**config.mk**
```make
export PLATFORM = sky130hd
export DESIGN_NAME = breadboard_sweeper
export DESIGN_NICKNAME = d
export VERILOG_FILES = /design/src/rtl/breadboard_sweeper.sv
export SDC_FILE = /design/constraint.sdc
export NUM_CORES = 1
export LEC_CHECK = 0
export CORE_ASPECT_RATIO = 2
export CORE_MARGIN = 2
export CORE_UTILIZATION = 47
export CTS_CLUSTER_SIZE = 14
export DETAILED_ROUTE_END_ITERATION = 7
export GPL_ROUTABILITY_DRIVEN = 0
export PLACE_DENSITY = 0.76
export REMOVE_ABC_BUFFERS = 1
export SLEW_MARGIN = 20
export SYNTH_ARGS = -nofsm -noshare
export SYNTH_HDL_FRONTEND = slang
export SYNTH_SLANG_ARGS = --single-unit
```
**constraint.sdc**
```tcl
create_clock -name i_clk -period 2.2 [get_ports i_clk]
set_clock_uncertainty 0.2 [all_clocks]
set_input_delay 0.33 -clock i_clk [delete_from_list [all_inputs] [get_ports i_clk]]
set_output_delay 0.33 -clock i_clk [all_outputs]
set_load 0.03 [all_outputs]
```
**src/rtl/breadboard_sweeper.sv**
```systemverilog
// Steps the breadboard through all 16 input rows, captures f_in after a settle interval,
// streams each captured row over valid/ready and folds it into a rotate-XOR signature.
module breadboard_sweeper #(
  parameter int unsigned SETTLE = 6
) (
  input  logic       i_clk,
  input  logic       i_rst,
  input  logic       i_start,
  input  logic       i_abort,
  input  logic [9:0] i_f_in,
  input  logic       i_row_ready,
  output logic       o_w,
  output logic       o_x,
  output logic       o_y,
  output logic       o_z,
  output logic       o_row_valid,
  output logic [3:0] o_row_index,
  output logic [9:0] o_row_data,
  output logic       o_busy,
  output logic       o_done,
  output logic [9:0] o_sig
);

  localparam logic [7:0] SettleLast = 8'(SETTLE - 1);

  typedef enum logic [1:0] {StIdle, StDrive, StPresent, StDone} state_e;

  state_e     r_state;
  logic [3:0] r_row;
  logic [7:0] r_cnt;
  logic       r_valid;
  logic [3:0] r_index;
  logic [9:0] r_data;
  logic       r_busy;
  logic       r_done;
  logic [9:0] r_sig;

  logic w_xfer;
  logic w_last;
  logic w_settled;

  assign w_xfer    = r_valid & i_row_ready;
  assign w_last    = (r_row == 4'hF);
  assign w_settled = (r_cnt == SettleLast);

  always_ff @(posedge i_clk) begin
    if (i_rst) begin
      r_state <= StIdle;
      r_row   <= '0;
      r_cnt   <= '0;
      r_valid <= 1'b0;
      r_index <= '0;
      r_data  <= '0;
      r_busy  <= 1'b0;
      r_done  <= 1'b0;
      r_sig   <= '0;
    end else begin
      r_done <= 1'b0;
      unique case (r_state)
        StIdle: begin
          if (i_start) begin
            r_row   <= '0;
            r_cnt   <= '0;
            r_sig   <= '0;
            r_busy  <= 1'b1;
            r_state <= StDrive;
          end
        end
        StDrive: begin
          // Abort takes priority over a capture on the same edge, so sig stays frozen.
          if (i_abort) begin
            r_busy  <= 1'b0;
            r_state <= StIdle;
          end else if (w_settled) begin
            r_data  <= i_f_in;
            r_index <= r_row;
            r_sig   <= {r_sig[8:0], r_sig[9]} ^ i_f_in;
            r_valid <= 1'b1;
            r_state <= StPresent;
          end else begin
            r_cnt <= r_cnt + 8'd1;
          end
        end
        StPresent: begin
          if (w_xfer || i_abort) begin
            r_valid <= 1'b0;
          end
          if (i_abort) begin
            r_busy  <= 1'b0;
            r_state <= StIdle;
          end else if (w_xfer) begin
            if (w_last) begin
              r_busy  <= 1'b0;
              r_done  <= 1'b1;
              r_state <= StDone;
            end else begin
              r_row   <= r_row + 4'd1;
              r_cnt   <= '0;
              r_state <= StDrive;
            end
          end
        end
        StDone: begin
          r_state <= StIdle;
        end
        default: begin
          r_state <= StIdle;
        end
      endcase
    end
  end

  assign {o_w, o_x, o_y, o_z} = r_row;
  assign o_row_valid          = r_valid;
  assign o_row_index          = r_index;
  assign o_row_data           = r_data;
  assign o_busy               = r_busy;
  assign o_done               = r_done;
  assign o_sig                = r_sig;

endmodule

```
# Yosys cells after proc, flatten, opt, wreduce, memory -nomap -nowiden
# Index checks and enable logic that the tools add are counted.
# totals
input_bits,15
register_bits,41
wordCells,81
out_inout_bits,31
# op_classes
n_addsub,2
bitwise_logic,5
eq_ne,17
mux,34
reduce_logical,14
# op_table
cell,count
$mux 8,6
$mux 10,3
$pmux 8 s3,1
$pmux 10 s2,1
$ne 2x2->1 const B,9
$mux 4,4
$mux 2,6
$reduce_and 5->1,2
$xor 10x10->10,1
$mux 1,9
$ne 3x3->1 const B,3
$add 8x1->8 const B,1
$eq 8x3->1 const B,1
$pmux 2 s4,1
$pmux 4 s2,1
$reduce_and 4->1,2
$reduce_and 7->1,1
$reduce_and 3->1,2
$reduce_bool 2->1,3
$add 4x1->4 const B,1
$eq 2x2->1 const B,2
$eq 4x4->1 const B,1
$reduce_or 4->1,1
$not 1->1,3
other kinds (7),7

# Logic depth before layout (Yosys ltp)
# depth
depth_word,5
depth_mapped,7
ltp_nobuf,6

# Least setup slack after synthesis
# OpenSTA, ideal clock, no wires.
# synth_path
path_kind,reg-to-reg
startpoint,register r_row[1]
endpoint,register r_cnt[3]
t_arrival_ps,1685
n_path_buf,1
setup_ps,116
path_slack_ps,199
stages_incl_launch_ff,7
required_ps,1884
path_cell_list,dfxtp_1 > ha_1 > nand4_1 > o211a_1 > clkbuf_1 > a41oi_1 > a31o_2
# synth_between
elab_chain_len,3
# synth_lines
item,line,rtl
"start, declared",29,logic [3:0] r_row;
"start signal, assigned",97,r_row <= r_row + 4'd1;
$eq 4x4->1,43,assign w_last = (r_row == 4'hF);
$ne 2x2->1 (no line),-,
$reduce_and 7->1 (no line),-,
"end signal, assigned",81,r_cnt <= r_cnt + 8'd1;
"end, declared",30,logic [7:0] r_cnt;
# No other way between the ends.
# A chain may end at the register's enable or synchronous reset.

# Final worst setup path
# layout_path
startpoint,register r_cnt[1]
endpoint,"register r_sig[2], in the netlist o_sig[2]"
# layout_between
elab_chain_len,3
# layout_lines
item,line,rtl
$eq 8x3->1,44,assign w_settled = (r_cnt == SettleLast);
$ne 2x2->1 (no line),-,
$reduce_and 4->1 (no line),-,
"end signal, assigned",77,"r_sig <= {r_sig[8:0], r_sig[9]} ^ i_f_in;"
"end, declared",36,logic [9:0] r_sig;
# No other way between the ends.

==> results.toml <==
[synthesis]
synth_cell_types = 45
yosys.area_share.simple_pct = 19.2
ys_warn_count = 0
yosys.area.top_type = "dfxtp_1"
synth_top_family_by_area = "compound AO/OA/AOI/OAI gates"
synth_xor_area_share_pct = 4.33
synth_flop_cell = "dfxtp_1"
synth_fa_ha_area_share_pct = 4.33
ys_top_cells_by_area = "dfxtp_1 41%, mux2i_1 6.9%, ha_1 4.3%"
synth_area_per_cell_sq_um = 9.44
synth_seq_area_share_pct = 40.6
synth_compound_area_share_pct = 19.9
synth_seq_cells = 41
synthArstFlopShare_pct = 0
synthCells = 214
syn_area_sq_um = 2020
synth-edff-count = 0
synth_top_area_share_pct = 40.6
synthMuxAreaShare_pct = 7.49

[die]
die_area_sq_um = 4870
die_h_um = 96.7
core_sq_um = 4130
rows = 33
initial_utilization_pct = 48.9
ioPinCount = 46
die_x_um = 50.4

[worst_hold_path]
hold-path-endpoint = "o_row_data[0]"
min_delay_path_depth = 2
min_path_type = "reg2reg"
min-delay-start = "o_row_data[0]"

[timing]
setup_viol = 0
max-slew-margin-rel_pct = 66.2
min_period_ps = 2070
fmaxAchievable_mhz = 484
min_period_over_period_pct = 94.0
hold_violations = 0
drv_slew = 0
finalWorstSetupSlack_ps = 133
worst_pin_slew_ps = 504

[placement]
hpwl_um = 3980
post-place-ws_ps = -78.5
placed_area_sq_um = 2660
io_buffers = 45
dp.cells = 323

[layout]
seqCellArea_sq_um = 822
post-route-util_pct = 68.0
final_nets = 300
drive_above_1_share_pct = 15.8
finish.instance_area_sq_um = 2810
syn_to_final_growth_pct = 38.9
multiInputGateArea_sq_um = 1150
instances_no_fill = 331
mostFrequentLayoutCell = "clkdlybuf4s50_1"
most-common-layout-cells = "45 x clkdlybuf4s50_1, 40 x dfxtp_1, 21 x nor2_1, 21 x buf_4, 14 x mux2i_1"
fill_cells = 342
diodes = 0

[detailed_routing]
vias = 1899
drc = 0
postRouteWirelength_um = 5340
drt_first_pass_iters = 4
antenna_left = 0
wl_per_cell_um = 16.1
viasPerCell = 5.74
drt-initial-drc-count = 35

[grt]
grt_pass1_vias = 2018
grt_first_pass_wirelength_um = 8630
grt_overflow = 0
antenna_found_initial = 0
gr-usage-all-layers_pct = 22.4
grt_start_max_net_pins = 20

[clock_network]
clk_pin_slew_ps = 80
cts_htree_levels = 2
cts_buffer_depth = 2
cts_num_sinks = 41
cts-root-buf = "clkbuf_8"
cts_resized = 0
cts-buffers-inserted = 5
postCtsSetupBuffers = 0
cts_tree = "built"
ctsHoldBuffers = 0
insertion_delay_ps = 290

[critical_path]
cp-start-kind = "flip-flop"
path_class = "reg2reg"
rrSetupSlack_ps = 130
end_kind = "flip-flop"
cp.required_ps = 2210
timing.rr.end = "o_sig[2]"
crit_path_max_fanout = 10
arrival_ps = 2080
r2r_cells = 6
r2r-start = "r_cnt[1]"

[power_and_ir_drop]
total_leakage_power_uw = 0.00109
power_density_nw_per_um2 = 598
ir_worst_vdd_mv = 0.419

[flow_run]
drv_cap = 0

[run_status]
status = "finished, final reports clean"
## synthesized netlist by cell type, types with 6 or more instances
library cell	instances
dfxtp_1	41
nor2_1	21
mux2i_1	14
inv_1	12
o2bb2ai_1	10
xnor2_1	10
a21oi_1	9
nand3_1	8
ha_1	7
nand2_1	7
o21ai_0	7
clkbuf_1	6
## registers in the layout, indices dropped and copies added, names as in the netlist
name / cells
o_sig: 10
o_row_valid: 1
o_row_index: 4
r_row: 4
o_row_data: 10
r_cnt: 8
r_state: 2
o_done: 1
o_busy: 1
## routing by layer
| layer | up-vias | share of wire [%] | GRT usage, % |
|---|---|---|---|
| met4 | 0 | 3.4 | 11.2 |
| met1 | 902 | 37 | 21.7 |
| met5 | - | 0 | 0 |
| li1 | 915 | - | - |
| met2 | 65 | 54 | 42.3 |
| met3 | 17 | 4.8 | 4.32 |
## worst max-delay path by stage
| stage | startpoint | to | slack [ps] |
|---|---|---|---|
| 2_1_floorplan | r_state[1] | o_sig[0] | 20 |
| 3_3_place_gp | i_abort | r_cnt[2] | -80 |
| 3_5_place_dp | i_abort | r_cnt[2] | -80 |
| 4_1_cts | r_state[1] | o_sig[2] | 20 |
| 5_1_grt | r_cnt[1] | r_state[1] | -20 |
| 6_report | r_cnt[1] | o_sig[2] | 130 |
## where the power goes
part	switching [uW]	total, uW	internal, uW
Combinational	164	290	126
Clock	261	631	370
Sequential	5.83	756	751
## layout make-up
cell class              count  area share (%)
well taps                  52            2.32
repair buffers             66            21.7
multi-input cells         152            41.0
inverters                  12            1.60
clock inverters             1            1.07
clock buffers               7            3.08
flip-flops and latches     41            29.3
## logic make-up (layout without fill, tap and decap cells)
| logic type | count (synthesis) | after routing |
|---|---|---|
| fa+ha+maj | 7 | 7 |
| xor+xnor | 10 | 10 |
| mux | 15 | 15 |
| buf+inv | 21 | 86 |
| flops | 41 | 41 |
| simple gates | 67 | 67 |
| compound gates | 53 | 53 |
## worst max-delay path, stage by stage (launching register included)
cell       delay [ps]
dfxtp_1           320
inv_1              70
ha_1              140
nor4b_4           430
nand3_4           120
or3_1             480
o2bb2ai_1         210
## stage by stage
stage | hold WS, ps | total power (uW) | TNS (ps)
after floorplan | 199 | 920 | 0
after global placement | 272 | 1040 | -476
after detailed placement | 287 | 1040 | -534
final | 297 | 1680 | 0
after global routing | 323 | 1730 | -16.0
after CTS | 302 | 1660 | 0
Note: power is estimated with default switching activity, not from simulation.
